$ cat src/rtl/fifo_sched_pkg.sv
`default_nettype none
// ============================================================================
//  Module   : fifo_sched_pkg
//  Purpose  : Shared types and constants for the round-robin FIFO read scheduler.
//  Revision : 1.0
// ============================================================================
package fifo_sched_pkg;

    typedef enum logic [0:0] {
        IDLE = 1'b0,
        READ = 1'b1
    } state_e;

    localparam int BUF_DEPTH = 2;

    function automatic int ch_w(input int n);
        return (n > 1) ? $clog2(n) : 1;
    endfunction

endpackage
`default_nettype wire

$ cat src/rtl/fifo_rd_scheduler_rr_arbiter.sv
`default_nettype none
// ============================================================================
//  Module   : rr_arbiter
//  Purpose  : Combinational rotate-priority encoder; search starts at ptr+1.
//  Revision : 1.0
// ============================================================================
module rr_arbiter
    import fifo_sched_pkg::*;
#(
    parameter int pN = 4,
    parameter int pW = ch_w(pN)
) (
    input  logic [pN-1:0] req,
    input  logic [pW-1:0] ptr,
    output logic [pW-1:0] gnt_idx,
    output logic          gnt_vld
);

    logic [pW-1:0] w_idx;

    // Walk from the farthest candidate to the nearest so the nearest wins.
    always_comb begin
        gnt_idx = '0;
        gnt_vld = 1'b0;
        w_idx   = '0;
        for (int i = pN; i >= 1; i--) begin
            w_idx = pW'((int'(ptr) + i) % pN);
            if (req[w_idx]) begin
                gnt_idx = w_idx;
                gnt_vld = 1'b1;
            end
        end
    end

endmodule
`default_nettype wire

$ cat src/rtl/fifo_rd_scheduler.sv
`default_nettype none
// ============================================================================
//  Module   : fifo_rd_scheduler
//  Purpose  : Round-robin burst reader draining channel FIFOs into one stream.
//  Revision : 1.0
// ============================================================================
module fifo_rd_scheduler
    import fifo_sched_pkg::*;
#(
    parameter int pNUM_CH     = 4,
    parameter int pDATA_WIDTH = 8,
    parameter int pBURST      = 16
) (
    input  logic                           clk,
    input  logic                           rst,
    input  logic                           en,
    input  logic [pNUM_CH-1:0]             fifo_empty,
    output logic [pNUM_CH-1:0]             fifo_rd_en,
    input  logic [pNUM_CH*pDATA_WIDTH-1:0] fifo_rd_data,
    input  logic [pNUM_CH-1:0]             fifo_valid,
    output logic [pDATA_WIDTH-1:0]         m_data,
    output logic [$clog2(pNUM_CH)-1:0]     m_ch,
    output logic                           m_valid,
    input  logic                           m_ready,
    output logic                           busy
);

    localparam int CH_W   = ch_w(pNUM_CH);
    localparam int BEAT_W = (pBURST > 1) ? $clog2(pBURST) : 1;

    localparam logic [0:0]        c_ST_IDLE   = 1'(IDLE);
    localparam logic [0:0]        c_ST_READ   = 1'(READ);
    localparam logic [BEAT_W-1:0] c_LAST_BEAT = BEAT_W'(pBURST - 1);

    logic [0:0]        r_state;
    logic [CH_W-1:0]   r_gnt;
    logic [CH_W-1:0]   r_ptr;
    logic [BEAT_W-1:0] r_beat;
    logic              r_infl;
    logic [CH_W-1:0]   r_tag;

    logic [pDATA_WIDTH-1:0] r_buf_data [BUF_DEPTH];
    logic [CH_W-1:0]        r_buf_ch   [BUF_DEPTH];
    logic                   r_wr_ptr;
    logic                   r_rd_ptr;
    logic [1:0]             r_occ;

    logic [CH_W-1:0] w_arb_idx;
    logic            w_arb_vld;
    logic            w_ret;
    logic            w_pop;
    logic [1:0]      w_pend;
    logic            w_credit;
    logic            w_issue;

    rr_arbiter #(
        .pN (pNUM_CH),
        .pW (CH_W)
    ) u_arb (
        .req     (~fifo_empty),
        .ptr     (r_ptr),
        .gnt_idx (w_arb_idx),
        .gnt_vld (w_arb_vld)
    );

    assign m_valid = (r_occ != 2'd0);
    assign m_data  = r_buf_data[r_rd_ptr];
    assign m_ch    = r_buf_ch[r_rd_ptr];
    assign busy    = (r_state == c_ST_READ) || r_infl || (r_occ != 2'd0);

    // Returned data is accepted only for the single outstanding read.
    assign w_ret    = r_infl && fifo_valid[r_tag];
    assign w_pop    = m_valid && m_ready;
    assign w_pend   = r_occ + 2'(r_infl);
    assign w_credit = (w_pend < 2'd2) || ((w_pend == 2'd2) && w_pop);
    assign w_issue  = (r_state == c_ST_READ) && !fifo_empty[r_gnt] && w_credit;

    always_comb begin
        fifo_rd_en = '0;
        if (w_issue) begin
            fifo_rd_en[r_gnt] = 1'b1;
        end
    end

    always_ff @(posedge clk) begin
        if (rst) begin
            r_state <= c_ST_IDLE;
            r_gnt   <= '0;
            r_ptr   <= '0;
            r_beat  <= '0;
        end else begin
            case (r_state)
                c_ST_IDLE: begin
                    if (en && w_arb_vld) begin
                        r_state <= c_ST_READ;
                        r_gnt   <= w_arb_idx;
                        r_ptr   <= w_arb_idx;
                        r_beat  <= '0;
                    end
                end
                c_ST_READ: begin
                    if (w_credit && fifo_empty[r_gnt]) begin
                        r_state <= c_ST_IDLE;
                    end else if (w_issue) begin
                        if (r_beat == c_LAST_BEAT) begin
                            r_state <= c_ST_IDLE;
                        end
                        r_beat <= r_beat + 1'b1;
                    end
                end
                default: r_state <= c_ST_IDLE;
            endcase
        end
    end

    always_ff @(posedge clk) begin
        if (rst) begin
            r_infl   <= 1'b0;
            r_tag    <= '0;
            r_wr_ptr <= 1'b0;
            r_rd_ptr <= 1'b0;
            r_occ    <= 2'd0;
            for (int i = 0; i < BUF_DEPTH; i++) begin
                r_buf_data[i] <= '0;
                r_buf_ch[i]   <= '0;
            end
        end else begin
            if (w_issue) begin
                r_tag  <= r_gnt;
                r_infl <= 1'b1;
            end else if (w_ret) begin
                r_infl <= 1'b0;
            end
            if (w_ret) begin
                r_buf_data[r_wr_ptr] <= fifo_rd_data[r_tag*pDATA_WIDTH +: pDATA_WIDTH];
                r_buf_ch[r_wr_ptr]   <= r_tag;
                r_wr_ptr             <= ~r_wr_ptr;
            end
            if (w_pop) begin
                r_rd_ptr <= ~r_rd_ptr;
            end
            case ({w_ret, w_pop})
                2'b10:   r_occ <= r_occ + 2'd1;
                2'b01:   r_occ <= r_occ - 2'd1;
                default: r_occ <= r_occ;
            endcase
        end
    end

endmodule
`default_nettype wire
$ cat config.mk
export PLATFORM = sky130hd
export DESIGN_NAME = fifo_rd_scheduler
export DESIGN_NICKNAME = d
export VERILOG_FILES = /design/src/rtl/fifo_sched_pkg.sv /design/src/rtl/fifo_rd_scheduler_rr_arbiter.sv /design/src/rtl/fifo_rd_scheduler.sv
export SDC_FILE = /design/constraint.sdc
export NUM_CORES = 1
export LEC_CHECK = 0
export CAP_MARGIN = 20
export CORE_MARGIN = 5
export CORE_UTILIZATION = 48
export DETAILED_ROUTE_END_ITERATION = 10
export PLACE_DENSITY = 0.78
export SETUP_SLACK_MARGIN = 0.15
export SLEW_MARGIN = 40
export SYNTH_ARGS = -nofsm -noshare
export SYNTH_HDL_FRONTEND = slang
export SYNTH_SLANG_ARGS = --single-unit
$ cat constraint.sdc
create_clock -name clk -period 2.45 [get_ports clk]
set_clock_uncertainty 0.2 [all_clocks]
set_input_delay 0.49 -clock clk [delete_from_list [all_inputs] [get_ports clk]]
set_output_delay 0.49 -clock clk [all_outputs]
set_load 0.01 [all_outputs]
==> results of run 1 <==
## power by group through the flow
| stage | Clock, W | Combinational (W) | Sequential [W] |
|---|---|---|---|
| 5_1_grt | 0.000458 | 0.000500 | 0.000677 |
| 3_3_place_gp | 0 | 0.000455 | 0.000682 |
| 4_1_cts | 0.000433 | 0.000466 | 0.000673 |
| 2_1_floorplan | 0 | 0.000258 | 0.000683 |
| 3_5_place_dp | 0 | 0.000462 | 0.000683 |
| 6_report | 0.000423 | 0.000457 | 0.000673 |
## through the flow
step	utilization, %	hold WS [ns]	setup slack [ns]	setup TNS, ns	instances
6_report	71.06	0.2877	0.002164	0	319
5_1_grt	71.06	0.3027	-0.04736	-0.1412	319
4_1_cts	70.52	0.2878	-0.009093	-0.009093	319
3_5_place_dp	67.88	0.2761	-0.5105	-2.817	310
3_3_place_gp	67.88	0.2695	-0.4793	-2.326	310
2_1_floorplan	-	0.2517	0.2732	0	183
## routing by layer
layer  track usage (%)  share of wire [%]  vias to the layer above
li1                  -                  -                      836
met1             20.73                 41                      821
met2             31.51                 53                       52
met3             4.846                5.7                        3
met4             4.196               0.57                        0
met5                 0                  0                        -
## cell usage in the layout, fill, tap and decap left out, drive strengths merged, types with 5 or more instances in the layout
cell type      synthesis  final
nor2b                 10     10
and2                   6      6
ha                     7      7
clkbuf                 3      8
mux4                  11     11
o21ai                  8      8
edfxtp                20     20
nand2                 10     10
mux2                  12     12
clkdlybuf4s50          0     39
inv                    6      6
dlymetal6s2s           0      8
nand2b                 5      5
and3                   8      8
a21oi                  5      5
dfxtp                 15     15
dlygate4sd2            0      7
nor2                  16     16
buf                    6     30
## cell families (layout without fill, tap and decap cells)
kind of cell,count (synthesis),in the layout,share of synthesized area (%)
buffers and inverters,15,99,3.464
xor gates and xnor gates,5,5,2.056
muxes,27,27,19.85
AOI/OAI and AO/OA,23,23,8.162
DFF,35,35,42.28
adders and majority gates,7,7,4.110
and+or+nand+nor,71,71,20.08
## sequential cells by signal, indices dropped and copies added, names as in the netlist, 2 cells and up, named ones only
| register | flops |
|---|---|
| r_buf_ch | 4 |
| r_ptr | 2 |
| r_buf_data | 16 |
| r_beat | 4 |
| r_tag | 2 |
| r_occ | 2 |
## cell type report
class / count / area, um^2
multi-input combinational: 133 / 1180
fill: 336 / 1251
tap: 52 / 65.06
clock buffer: 7 / 86.33
clock inverter: 1 / 5.005
sequential: 35 / 903.4
timing repair buffer: 85 / 810.8
inverter: 6 / 22.52
## timing repair
item	in CTS	in global routing
setup endpoints to repair	15	13
buffers inserted	1	0
gates resized for setup	36	11
pin swaps	7	3
## how the worst max path moves through the flow
stage,end,slack [ns],cells past startpoint
after floorplan,r_buf_ch[0][0],0.27,3
after global placement,fifo_rd_en[3],-0.48,5
after detailed placement,fifo_rd_en[2],-0.51,5
after CTS,fifo_rd_en[3],-0.009,7
after global routing,fifo_rd_en[3],-0.05,7
final,fifo_rd_en[2],0.002,7
## worst min-delay path: cells and delay by family (launching register included)
kind	cells	cell delay, ns
and+or+nand+nor	1	0.06
muxes	1	0.05
DFF	1	0.33
==> impl_metrics.yaml, run 1 <==
worst_setup_path:
  crit_slowest_cell: "dfxtp_2"
  worst-path-max-fanout: 4
  cp.arrival_ns: 1.76
  reg2reg_depth: 7
  required_ns: 1.76
  path_delay_family: "simple AND/OR/NAND/NOR gates"
  cpMostUsedCell: "buf_6"
  path_cells: "ha_4 -> and3b_2 -> o221ai_4 -> nor2_4 -> buf_6 -> and2_4 -> buf_6"
  critPathLaunchType: "flop"
  startpoint: "r_occ[0]"
  ff2ff_setup_slack_ns: 0.44
  path_buf_inv: 2
  crit_path_end_kind: "primary output"
  reg2reg_from: "r_occ[0]"
  r2r_end: "r_occ[1]"
  cp_slowest_stage_delay_ns: 0.34
  worst-setup-path-type: "reg -> out"
clocking:
  cts_tree: "done"
  clock_latency_ns: 0.28
  cts.sinks: 35
  cts-root-buf: "clkbuf_8"
  cts_htree_levels: 2
  cts_buffer_depth: 2
  numCtsBuffers: 5
  cts_hold_buf: 0
  clk_pin_slew_worst_paths_ns: 0.07
status:
  outcome: "complete, no violations"
timing:
  finalCritPeriodShare_pct: 99.91
  rsz0062_at_grt: "true"
  hold_violations: 0
  setup_viol: 0
  drv_slew: 0
  tightest_slew_ns: 0.3593
  min_period_ns: 2.448
  slew_headroom_pct: 75.36
  clock.fmax_mhz: 408.5
routing:
  viasPerCell: 5.367
  drt_iter0_drc: 73
  postRouteAntennaNets: 0
  first_pass_iters: 4
  wl_per_cell_um: 15.88
  drt-total-wl_mm: 5.066
  remaining_drc_errors: 0
  num_vias: 1712
yosys:
  async_reset_ff_share_pct: 0
  ys_ff_latch: 35
  synth_area_um2: 2131
  ys_types: 46
  synth_edf_count: 20
  synth_most_common_cell: "edfxtp_1"
  synth_largest_area_cell: "edfxtp_1"
  syn-num-nets: 234
  synth_top_area_share_pct: 28.19
  yosysSeqAreaShare_pct: 42.28
  synthCells: 183
  syn_avg_cell_area_um2: 11.64
  yosys_most_used_dff: "edfxtp_1"
  yosys-top-cells-area: "edfxtp_1 (28%), dfxtp_1 (14%), mux4_2 (12%)"
  synthTopCellsByCount: "edfxtp_1 (20), dfxtp_1 (15), nor2_1 (15), mux2_2 (11), mux4_2 (11)"
  synth_warnings: 0
power:
  ir_drop_v: 0.0004057
  p_clk_share_pct: 27.2
  p_switching_w: 0.0004127
  leakagePower_nw: 1.272
  internal-power_w: 0.001140
  p_comb_share_pct: 29.5
  power.total_w: 0.001553
  pwr-share-seq_pct: 43.3
  powerDensity_nw_per_um2: 505.3
  switching_share_pct: 26.57
min_path:
  hold_class: "reg -> reg"
  min_to: "r_beat[1]"
  holdPathStages: 2
  worstHoldStart: "r_beat[1]"
global_route:
  antenna_found_initial: 0
  grt_pass1_wl_mm: 8.362
  grt_usage_pct: 17.61
  grt_max_degree: 13
  overflow: 0
  first_global_vias: 1793
cells_and_area:
  final_layout_size_suffix_gt1_share_pct: 32.21
  final_cell_area_um2: 3073
  synthToLayoutAreaGrowth_pct: 44.22
  final_nets: 317
  num_antenna_cells: 0
die:
  coreArea_um2: 4324
  start_util_pct: 49.28
  chipHeight_um: 76.63
  fp-row-count: 24
  io_pins: 60
  die_x_um: 76.63
  die-area_um2: 5871
job:
  cap_violations: 0
place:
  place.gp.congestion: 0.8425
  placedInstanceArea_um2: 2935
  portBuffers: 59
  post-dp-hpwl_mm: 3.876
No activity file was read; power rests on OpenSTA's default activity.
==> inputs of run 2 (changes only) <==
--- a/config.mk
+++ b/config.mk
@@ -7,9 +7,11 @@
 export LEC_CHECK = 0
 export CAP_MARGIN = 20
 export CORE_MARGIN = 5
-export CORE_UTILIZATION = 48
+export CORE_UTILIZATION = 63
+export CTS_CLUSTER_SIZE = 28
 export DETAILED_ROUTE_END_ITERATION = 10
-export PLACE_DENSITY = 0.78
+export DONT_BUFFER_PORTS = 1
+export PLACE_DENSITY = 0.77
 export SETUP_SLACK_MARGIN = 0.15
 export SLEW_MARGIN = 40
 export SYNTH_ARGS = -nofsm -noshare
==> constraint.sdc (replaced) <==
create_clock -name clk -period 2.45 [get_ports clk]
set_clock_uncertainty 0.2 [all_clocks]
set_input_delay 0.49 -clock clk [delete_from_list [all_inputs] [get_ports clk]]
set_output_delay 0.49 -clock clk [all_outputs]
set_load 0.1 [all_outputs]
==> run 2 against run 1 <==
Net effect: the run now ends with setup timing left; largest cell class unchanged; fmax shrank 2.3%; non-clock buffer count fell by 64; wire length shrank 7.4%; cell count decreased by 22%; design area decreased by 20%; utilization grew 2.9 points; global-route usage grew 3.5 points; combinational power is 17% higher; via count is 11% lower.
==> impl_metrics.yaml, run 2 (synthesis gave the netlist of run 1 again) <==
power:
  ir_drop_v: 0.0003798
  p_clk_share_pct: 19.4
  p_comb_share_pct: 35.5
  internal-power_w: 0.0009582
  leakagePower_nw: 0.8934
  powerDensity_nw_per_um2: 615.8
  switching_share_pct: 36.46
  p_switching_w: 0.0005498
  pwr-share-seq_pct: 45.0
die:
  fp-row-count: 21
  start_util_pct: 64.36
  io_pins: 60
  coreArea_um2: 3311
  die_x_um: 68.16
  die-area_um2: 4645
  chipHeight_um: 68.16
timing:
  rsz0062_at_grt: "true"
  setup_viol: 5
  setup_slack_ns: -0.05501
  drv_slew: 0
  slew_headroom_pct: 64.71
  min_period_ns: 2.505
  holdWs_ns: 0.02013
  clock.fmax_mhz: 399.2
  hold_violations: 0
  finalCritPeriodShare_pct: 102.2
  tightest_slew_ns: 0.5294
routing:
  first_pass_iters: 4
  num_vias: 1520
  drt_iter0_drc: 79
  remaining_drc_errors: 0
  drt-total-wl_mm: 4.691
  viasPerCell: 6.104
  postRouteAntennaNets: 0
  wl_per_cell_um: 18.84
worst_setup_path:
  cp.arrival_ns: 1.82
  path_buf_inv: 1
  cp_slowest_stage_delay_ns: 0.35
  worst-setup-path-type: "reg -> out"
  path_cells: "ha_4 -> and3b_2 -> o221ai_4 -> nor2_4 -> and2_4 -> buf_12"
  worst-path-max-fanout: 5
  required_ns: 1.76
  critPathLaunchType: "flop"
  crit_path_end_kind: "primary output"
  crit_slowest_cell: "dfxtp_2"
  path_delay_family: "simple AND/OR/NAND/NOR gates"
clocking:
  cts-root-buf: "clkbuf_4"
  clk_pin_slew_worst_paths_ns: 0.10
  clock_latency_ns: 0.34
  cts_tree: "done"
  numCtsBuffers: 5
  cts_buffer_depth: 2
  cts.sinks: 35
  cts_htree_levels: 2
status:
  outcome: "finished, violations left"
  violations: "setup timing"
place:
  place_ws_ns: 0.1080
  portBuffers: 0
  place.gp.congestion: 0.7928
  post-dp-hpwl_mm: 3.534
global_route:
  antenna_found_initial: 0
  overflow: 0
  grt_pass1_wl_mm: 7.024
  first_global_vias: 1489
  grt_usage_pct: 21.15
  grt_max_degree: 13
cells_and_area:
  layout_commonest_cell: "edfxtp_1"
  n_fill_cell: 247
  num_antenna_cells: 0
  final_cell_mix: "edfxtp_1 (20), nor2_1 (15), buf_4 (14), dfxtp_1 (12)"
  synthToLayoutAreaGrowth_pct: 14.91
  utilization_pct: 73.96
  reg_top3: "r_buf_data: 16 flops, r_beat: 4 flops, r_buf_ch: 4 flops"
  top_register: "r_buf_data"
  final_layout_size_suffix_gt1_share_pct: 37.93
  largest_register_ff_count: 16
  final_nets: 253
min_path:
  hold_class: "in -> reg"
job:
  cap_violations: 0
run 2: cell count changes in the layout (fill, tap and decap cells not counted), sizes merged, moves of 2 or more:
cell,before,now
clkdlybuf4s50,39,0
buf,30,19
dlymetal6s2s,8,0
dlygate4sd2,7,0
clkbuf,8,6
dlygate4sd3,0,2
run 2: final timing paths:
check / startpoint / to / slack, ns / cells after the start
min: rst / r_ptr[0] / 0.02 / 1
min reg2reg: r_beat[1] / r_beat[1] / 0.32 / 2
max: r_infl / fifo_rd_en[2] / -0.06 / 6
max reg2reg: r_tag[0] / r_occ[1] / 0.39 / 5
run 2: power by group through the flow:
stage | logic [W] | registers (W) | clock network, W
after floorplan | 0.000426 | 0.000683 | 0
after global placement | 0.000488 | 0.000691 | 0
after detailed placement | 0.000503 | 0.000693 | 0
after CTS | 0.000528 | 0.000679 | 0.000299
after global routing | 0.000568 | 0.000682 | 0.000327
final | 0.000536 | 0.000679 | 0.000293
run 2: per-stage QoR:
step,instances,power (W),instance area (um^2),TNS [ns]
finish,249,0.001508,2449,-0.2113
global route,249,0.001578,2449,-0.6036
CTS,247,0.001506,2425,-0.2981
detailed placement,233,0.001196,2303,0
global placement,233,0.001179,2303,0
floorplan,183,0.001109,2137,0
run 2: per-layer routing:
layer	track usage, %	up-vias	routed length (um)
met3	6.568	6	327
met2	38.15	56	2611
met4	7.444	0	48
li1	-	713	-
met5	0	-	0
met1	23.24	745	1704
run 2: cell type report:
| type | count | area [um^2] | area share, % |
|---|---|---|---|
| timing repair buffer | 21 | 225.2 | 9.198 |
| clock buffer | 6 | 41.29 | 1.686 |
| clock inverter | 2 | 8.758 | 0.3577 |
| multi-input combinational | 133 | 1186 | 48.44 |
| sequential | 35 | 907.1 | 37.05 |
| inverter | 6 | 22.52 | 0.9198 |
| tap | 46 | 57.56 | 2.351 |
run 2: what timing repair did:
item | in CTS | in global routing
setup endpoints to repair | 5 | 25
resized for setup | 9 | 3
pin swaps | 6 | 1
buffers inserted | 5 | 1
hold endpoints to repair | 8 | 4
hold buffers | 1 | 1
==> inputs of run 3 (changes only) <==
--- a/config.mk
+++ b/config.mk
@@ -8,7 +8,6 @@
 export CAP_MARGIN = 20
 export CORE_MARGIN = 5
 export CORE_UTILIZATION = 63
-export CTS_CLUSTER_SIZE = 28
 export DETAILED_ROUTE_END_ITERATION = 10
 export DONT_BUFFER_PORTS = 1
 export PLACE_DENSITY = 0.77
==> results of run 3 <==
The final DEF is identical to that of run 2; final timing and power are the same.
